[config.mk]
export PLATFORM = sky130hd
export DESIGN_NAME = mc_control_fsm
export DESIGN_NICKNAME = d
export VERILOG_FILES = /design/src/rtl/mc_ctrl_pkg.sv /design/src/rtl/alu_op_decode.sv /design/src/rtl/mc_control_fsm.sv
export SDC_FILE = /design/constraint.sdc
export NUM_CORES = 1
export LEC_CHECK = 0
export ABC_AREA = 1
export ABC_CLOCK_PERIOD_IN_PS = 1250
export BUFFER_PORTS_ARGS = -buffer_cell sky130_fd_sc_hd__buf_2
export CAP_MARGIN = 20
export CORE_AREA = 2 2 49 51
export DETAILED_ROUTE_END_ITERATION = 6
export DIE_AREA = 0 0 51 53
export PLACE_DENSITY = 0.73
export SLEW_MARGIN = 25
export SYNTH_ARGS = -nofsm -noshare
export SYNTH_HDL_FRONTEND = slang
export SYNTH_HIERARCHICAL = 1
export SYNTH_SLANG_ARGS = --single-unit
[constraint.sdc]
create_clock -name clk -period 1.25 [get_ports clk]
set_clock_uncertainty 0.15 [all_clocks]
set_input_delay 0.125 -clock clk [delete_from_list [all_inputs] [get_ports clk]]
set_output_delay 0.125 -clock clk [all_outputs]
set_load 0.02 [all_outputs]
[src/rtl/mc_ctrl_pkg.sv]
// rtl/mc_ctrl_pkg.sv - shared encodings for the multi-cycle MIPS control sequencer
package mc_ctrl_pkg;

    typedef enum logic [3:0] {
        S_FETCH    = 4'd0,
        S_DECODE   = 4'd1,
        S_MEM_ADDR = 4'd2,
        S_MEM_RD   = 4'd3,
        S_MEM_WB   = 4'd4,
        S_MEM_WR   = 4'd5,
        S_R_EXEC   = 4'd6,
        S_R_WB     = 4'd7,
        S_BRANCH   = 4'd8,
        S_JUMP     = 4'd9,
        S_I_EXEC   = 4'd10,
        S_I_WB     = 4'd11,
        S_JR       = 4'd12,
        S_JAL      = 4'd13,
        S_HALT     = 4'd14
    } state_t;

    localparam int RA_REG = 31;

    localparam logic [5:0] OP_RTYPE = 6'b000000;
    localparam logic [5:0] OP_LW    = 6'b100011;
    localparam logic [5:0] OP_SW    = 6'b101011;
    localparam logic [5:0] OP_BEQ   = 6'b000100;
    localparam logic [5:0] OP_ADDI  = 6'b001000;
    localparam logic [5:0] OP_ANDI  = 6'b001100;
    localparam logic [5:0] OP_J     = 6'b000010;
    localparam logic [5:0] OP_JAL   = 6'b000011;

    localparam logic [5:0] FN_ADD = 6'b100000;
    localparam logic [5:0] FN_AND = 6'b100100;
    localparam logic [5:0] FN_NOR = 6'b100111;
    localparam logic [5:0] FN_SLT = 6'b101010;
    localparam logic [5:0] FN_JR  = 6'b001000;

    localparam logic [2:0] ALU_AND = 3'b000;
    localparam logic [2:0] ALU_ADD = 3'b010;
    localparam logic [2:0] ALU_NOR = 3'b100;
    localparam logic [2:0] ALU_SUB = 3'b110;
    localparam logic [2:0] ALU_SLT = 3'b111;

    localparam logic [1:0] RD_RT = 2'b00;
    localparam logic [1:0] RD_RD = 2'b01;
    localparam logic [1:0] RD_RA = 2'b10;

    localparam logic [1:0] M2R_ALUOUT = 2'b00;
    localparam logic [1:0] M2R_MDR    = 2'b01;
    localparam logic [1:0] M2R_PC     = 2'b10;

    localparam logic [1:0] SRCB_B      = 2'b00;
    localparam logic [1:0] SRCB_FOUR   = 2'b01;
    localparam logic [1:0] SRCB_IMM    = 2'b10;
    localparam logic [1:0] SRCB_IMM_SH = 2'b11;

    localparam logic [1:0] PCS_ALU    = 2'b00;
    localparam logic [1:0] PCS_ALUOUT = 2'b01;
    localparam logic [1:0] PCS_JUMP   = 2'b10;
    localparam logic [1:0] PCS_REG    = 2'b11;

    function automatic logic is_rtype_alu(input logic [5:0] funct);
        return (funct == FN_ADD) || (funct == FN_AND) ||
               (funct == FN_NOR) || (funct == FN_SLT);
    endfunction

endpackage

[src/rtl/alu_op_decode.sv]
// rtl/alu_op_decode.sv - OpCode/Funct to ALUOp mapping shared by the execute states
module alu_op_decode
    import mc_ctrl_pkg::*;
(
    input  logic [5:0] op_code,
    input  logic [5:0] funct,
    output logic [2:0] alu_op
);

    always_comb begin
        alu_op = ALU_ADD;
        if (op_code == OP_RTYPE) begin
            case (funct)
                FN_AND:  alu_op = ALU_AND;
                FN_NOR:  alu_op = ALU_NOR;
                FN_SLT:  alu_op = ALU_SLT;
                default: alu_op = ALU_ADD;
            endcase
        end else begin
            case (op_code)
                OP_ANDI: alu_op = ALU_AND;
                OP_BEQ:  alu_op = ALU_SUB;
                default: alu_op = ALU_ADD;
            endcase
        end
    end

endmodule

[src/rtl/mc_control_fsm.sv]
// rtl/mc_control_fsm.sv - multi-cycle MIPS control FSM; MC_CTRL_PERF_CNT_EN adds cycle/instr counters
module mc_control_fsm
    import mc_ctrl_pkg::*;
(
    input  logic       clk,
    input  logic       reset,
    input  logic [5:0] OpCode,
    input  logic [5:0] Funct,
    input  logic       Zero,
    input  logic       mem_ready,
    output logic       PCWrite,
    output logic       PCWriteCond,
    output logic       IorD,
    output logic       MemRead,
    output logic       MemWrite,
    output logic       IRWrite,
    output logic [1:0] RegDst,
    output logic [1:0] MemToReg,
    output logic       RegWrite,
    output logic       ALUSrcA,
    output logic [1:0] ALUSrcB,
    output logic [2:0] ALUOp,
    output logic [1:0] PCSource,
    output logic       illegal,
    output logic [3:0] state
`ifdef MC_CTRL_PERF_CNT_EN
    ,
    output logic [31:0] cycle_cnt,
    output logic [31:0] instr_cnt
`endif
);

    state_t     state_q;
    state_t     state_d;
    logic       illegal_set;
    logic [2:0] exec_alu_op;
    // The branch decision is made in the datapath via PCWriteCond & Zero.
    logic       zero_unused;

    assign zero_unused = Zero;
    assign state       = state_q;

    alu_op_decode u_alu_op_decode (
        .op_code (OpCode),
        .funct   (Funct),
        .alu_op  (exec_alu_op)
    );

    always_ff @(posedge clk) begin
        if (reset) begin
            state_q <= S_FETCH;
            illegal <= 1'b0;
        end else begin
            state_q <= state_d;
            if (illegal_set) begin
                illegal <= 1'b1;
            end
        end
    end

    always_comb begin
        state_d     = state_q;
        illegal_set = 1'b0;
        PCWrite     = 1'b0;
        PCWriteCond = 1'b0;
        IorD        = 1'b0;
        MemRead     = 1'b0;
        MemWrite    = 1'b0;
        IRWrite     = 1'b0;
        RegDst      = RD_RT;
        MemToReg    = M2R_ALUOUT;
        RegWrite    = 1'b0;
        ALUSrcA     = 1'b0;
        ALUSrcB     = SRCB_B;
        ALUOp       = ALU_AND;
        PCSource    = PCS_ALU;

        case (state_q)
            S_FETCH: begin
                MemRead  = 1'b1;
                ALUSrcB  = SRCB_FOUR;
                ALUOp    = ALU_ADD;
                IRWrite  = mem_ready;
                PCWrite  = mem_ready;
                if (mem_ready) begin
                    state_d = S_DECODE;
                end
            end
            S_DECODE: begin
                ALUSrcB = SRCB_IMM_SH;
                ALUOp   = ALU_ADD;
                case (OpCode)
                    OP_LW, OP_SW:     state_d = S_MEM_ADDR;
                    OP_BEQ:           state_d = S_BRANCH;
                    OP_ADDI, OP_ANDI: state_d = S_I_EXEC;
                    OP_J:             state_d = S_JUMP;
                    OP_JAL:           state_d = S_JAL;
                    OP_RTYPE: begin
                        if (is_rtype_alu(Funct)) begin
                            state_d = S_R_EXEC;
                        end else if (Funct == FN_JR) begin
                            state_d = S_JR;
                        end else begin
                            state_d     = S_HALT;
                            illegal_set = 1'b1;
                        end
                    end
                    default: begin
                        state_d     = S_HALT;
                        illegal_set = 1'b1;
                    end
                endcase
            end
            S_MEM_ADDR: begin
                ALUSrcA = 1'b1;
                ALUSrcB = SRCB_IMM;
                ALUOp   = ALU_ADD;
                state_d = (OpCode == OP_LW) ? S_MEM_RD : S_MEM_WR;
            end
            S_MEM_RD: begin
                MemRead = 1'b1;
                IorD    = 1'b1;
                if (mem_ready) begin
                    state_d = S_MEM_WB;
                end
            end
            S_MEM_WB: begin
                RegWrite = 1'b1;
                RegDst   = RD_RT;
                MemToReg = M2R_MDR;
                state_d  = S_FETCH;
            end
            S_MEM_WR: begin
                MemWrite = 1'b1;
                IorD     = 1'b1;
                if (mem_ready) begin
                    state_d = S_FETCH;
                end
            end
            S_R_EXEC: begin
                ALUSrcA = 1'b1;
                ALUSrcB = SRCB_B;
                ALUOp   = exec_alu_op;
                state_d = S_R_WB;
            end
            S_R_WB: begin
                RegWrite = 1'b1;
                RegDst   = RD_RD;
                MemToReg = M2R_ALUOUT;
                state_d  = S_FETCH;
            end
            S_I_EXEC: begin
                ALUSrcA = 1'b1;
                ALUSrcB = SRCB_IMM;
                ALUOp   = exec_alu_op;
                state_d = S_I_WB;
            end
            S_I_WB: begin
                RegWrite = 1'b1;
                RegDst   = RD_RT;
                MemToReg = M2R_ALUOUT;
                state_d  = S_FETCH;
            end
            S_BRANCH: begin
                ALUSrcA     = 1'b1;
                ALUSrcB     = SRCB_B;
                ALUOp       = ALU_SUB;
                PCWriteCond = 1'b1;
                PCSource    = PCS_ALUOUT;
                state_d     = S_FETCH;
            end
            S_JUMP: begin
                PCWrite  = 1'b1;
                PCSource = PCS_JUMP;
                state_d  = S_FETCH;
            end
            S_JR: begin
                PCWrite  = 1'b1;
                PCSource = PCS_REG;
                state_d  = S_FETCH;
            end
            S_JAL: begin
                // PC already holds PC+4 here, so the link value is the current PC.
                RegWrite = 1'b1;
                RegDst   = RD_RA;
                MemToReg = M2R_PC;
                PCWrite  = 1'b1;
                PCSource = PCS_JUMP;
                state_d  = S_FETCH;
            end
            S_HALT: begin
                state_d = S_HALT;
            end
            default: begin
                state_d = S_FETCH;
            end
        endcase

        if (reset) begin
            PCWrite     = 1'b0;
            PCWriteCond = 1'b0;
            IorD        = 1'b0;
            MemRead     = 1'b0;
            MemWrite    = 1'b0;
            IRWrite     = 1'b0;
            RegDst      = RD_RT;
            MemToReg    = M2R_ALUOUT;
            RegWrite    = 1'b0;
            ALUSrcA     = 1'b0;
            ALUSrcB     = SRCB_B;
            ALUOp       = ALU_AND;
            PCSource    = PCS_ALU;
            illegal_set = 1'b0;
        end
    end

`ifdef MC_CTRL_PERF_CNT_EN
    always_ff @(posedge clk) begin
        if (reset) begin
            cycle_cnt <= 32'd0;
            instr_cnt <= 32'd0;
        end else if (state_q != S_HALT) begin
            cycle_cnt <= cycle_cnt + 32'd1;
            if ((state_q != S_FETCH) && (state_d == S_FETCH)) begin
                instr_cnt <= instr_cnt + 32'd1;
            end
        end
    end
`endif

endmodule

==> out/qor.csv <==
metric,value,unit
vias in the first global route,1629,
worst reg2reg setup slack,-0.49,ns
nature of the critical path endpoint,primary output,
n_diodes,0,
Total GRT Usage,39.0,%
Slew headroom,80.9,%
DR vias,1857,
core footprint,2150,sq um
Nets,279,
Port Buffers,38,
min cycle time layout,1.86,ns
ANT nets after route,0,
# clock sinks,5,
"Max FO, Critical Path",4,
Seq. cell area,115,sq um
Synth Area in Compound Gates,14.6,%
Worst EP arrival,1.59,ns
"Setup violations, final",28,
Cells after Synth,166,
CP top delay family,flip-flops,
largest family of logic cells by synthesized area,simple AND/OR/NAND/NOR gates,
Final Hold Vio Count,0,
Die Y,53,microns
drt drc,0,
Critical Path Slowest Stage Cell,dfxtp_4,
"Reg clk slew, reported paths",0.06,ns
synth top area cells,"nand2_1 19%, nor2_1 13%, dfxtp_1 12%",
syn nets,182,
Worst Path Required,0.98,ns
Post-Synth Simple-Gate Area,59.1,%
setup ws final,-0.611,ns
Tot Pwr,3.40,mW
adder-cell share of the synthesized area,0,%
Hold WC Path Type,in -> reg,
Fill cells,72,
average wire per standard cell,22.3,microns
Placer Congestion,0.956,
Synth top area share,19.1,%
H-Tree Depth,1,
Top-Level Pins,40,
Critical Path Max Stage Delay,0.40,ns
"Clk Latency, worst-skew pair",0.28,ns
Mean Syn Cell Area,5.22,sq um
failing checks,negative setup slack,
Synth warnings,6,
Post-synth EDFFs,0,
cell accounting for the most synthesized area,nand2_1,
crit path launch type,register,
# hold bufs at CTS,0,
power density cells,1680,nW/um^2
layout cells sized above 1,60.7,%
GR Overflow Total,0,
worst slew pin tran,0.286,ns
RSZ-0062 raised after global routing,yes,
Die ar.,2700,sq um
P&R area growth vs syn,134,%
Max Clk Rate,537,MHz
"Seq/Total Area, Yosys",11.6,%
# Max-Cap Violations,0,
share of synthesized area spent on multiplexers,0,%
initial antenna violation count,0,
via density per instance,6.40,
Max IR drop VDD,0.00120,V
crit-path cells,inv_4 > nor2_4 > inv_2 > nor2_4 > inv_2 > nor2_4 > a22oi_2 > a21oi_2 > buf_4,
final slew viol count,0,
Pre-Repair DR Iteration Count,6,
Max Buffers Root-to-Sink,2,
mapped cell area,866,sq um
distinct cell type count after synthesis,26,
xor/xnor share of the synthesized area,0,%
Crit Path Class,reg -> out,
Initial DRC Count,119,
CTS Buf Count,3,
setup TNS,-11.00,ns
multi-input logic area,906,sq um
"Top cell by count, worst path",nor2_4,
die width,51,microns
DPL Wire Length,2490,microns
Bufs and invs on worst path,4,
Final Cycle Share,149,%
global-route wire length before repair,7810,microns
pin count of the biggest net entering global routing,13,
status,finished with violations,
Main synth FF type,dfxtp_1,
clock tree from TritonCTS,built,
Total Wirelength,6470,microns
async set-reset flop share out of synthesis,0,%
register bit total from synthesis,5,
P_leak,0.994,nW
cell row count,17,
Initial Util,40.3,%
CTS root buf,clkbuf_4,
## worst register-to-register path, cell delays in order, from the launching register on
cell and delay (ns):
dfxtp_4 0.41, inv_1 0.12, nor2_4 0.16, buf_12 0.14, nand2_4 0.06, buf_4 0.16, a31oi_4 0.18, nor3_2 0.09
nand2_1 0.10, nand2_1 0.07
## final timing paths
path,from,to,cells after the start
worst max register to register,state[0],state[2],9
worst min-delay path,reset,illegal,2
worst max-delay path,state[1],ALUOp[1],9
worst min register to register,illegal,illegal,2
## Yosys cell counts, drive strengths merged, types with 2 or more instances
master  number
dfxtp        5
o211ai       2
nor2        37
nand2       47
clkbuf       2
nand3       15
o21ai        2
a21oi        9
inv         30
nand4        5
nor3         4
## area by class of cell
class | instances | share of cell area [%]
Sequential cell | 5 | 5.68
Tap cell | 28 | 1.73
Clock buffer | 4 | 1.30
Timing Repair Buffer | 95 | 40.5
Inverter | 30 | 6.17
Multi-Input combinational cell | 128 | 44.7
## power breakdown
part	switching [mW]	leakage, nW	internal [mW]
registers	0.130	0.0438	0.234
clock network	0.100	0.0150	0.123
logic	1.47	0.935	1.34
total	1.70	0.994	1.70
## registers in the layout (all words and copies together), names as in the netlist
name and flops:
state 4, illegal 1
## cell usage in the layout, fill, tap and decap left out, types with 3 or more instances in the layout
master,instances
nand2_4,3
dfxtp_4,4
a21oi_2,5
nor2_2,4
inv_2,4
inv_4,3
nor2_1,16
nand3_1,14
clkbuf_4,3
buf_2,19
inv_1,22
buf_4,44
nor2_4,17
nand4_1,5
a21oi_4,4
nand2_1,36
buf_6,28
nand2_2,7
buf_12,4
## cell families (layout without fill, tap and decap cells)
group                  Yosys count  after routing
DFF                              5              5
AOI/OAI and AO/OA               17             17
buffers and inverters           33            129
and+or+nand+nor                111            111
## per-layer routing
metal / share of wire (%) / up-vias / global-route usage [%] / wire length [microns]
li1: - / 724 / - / -
met1: 30 / 811 / 41.1 / 1940
met5: 0 / - / 0 / 0
met2: 43 / 223 / 70.8 / 2810
met4: 13 / 0 / 27.9 / 811
met3: 14 / 99 / 5.37 / 904
## through the flow
| step | area (sq um) | hold slack (ns) | cells | setup WS, ns | utilization, % |
|---|---|---|---|---|---|
| 6_report | 2030 | 0.0609 | 290 | -0.611 | 94.4 |
| 5_1_grt | 2030 | 0.0483 | 290 | -0.689 | 94.4 |
| 4_1_cts | 1910 | 0.0121 | 284 | -0.480 | 89.1 |
| 3_5_place_dp | 1540 | 0.284 | 269 | -0.258 | 71.8 |
| 3_3_place_gp | 1540 | 0.271 | 269 | -0.205 | 71.8 |
| 2_1_floorplan | 1020 | 0.126 | 166 | -0.237 | - |
## repair_timing
action / CTS / global route
setup endpoints to repair: 24 / 27
pin swaps: 17 / 14
resized for setup: 65 / 20
buffers inserted: 12 / 7
Note: power is estimated with default switching activity, not from simulation.
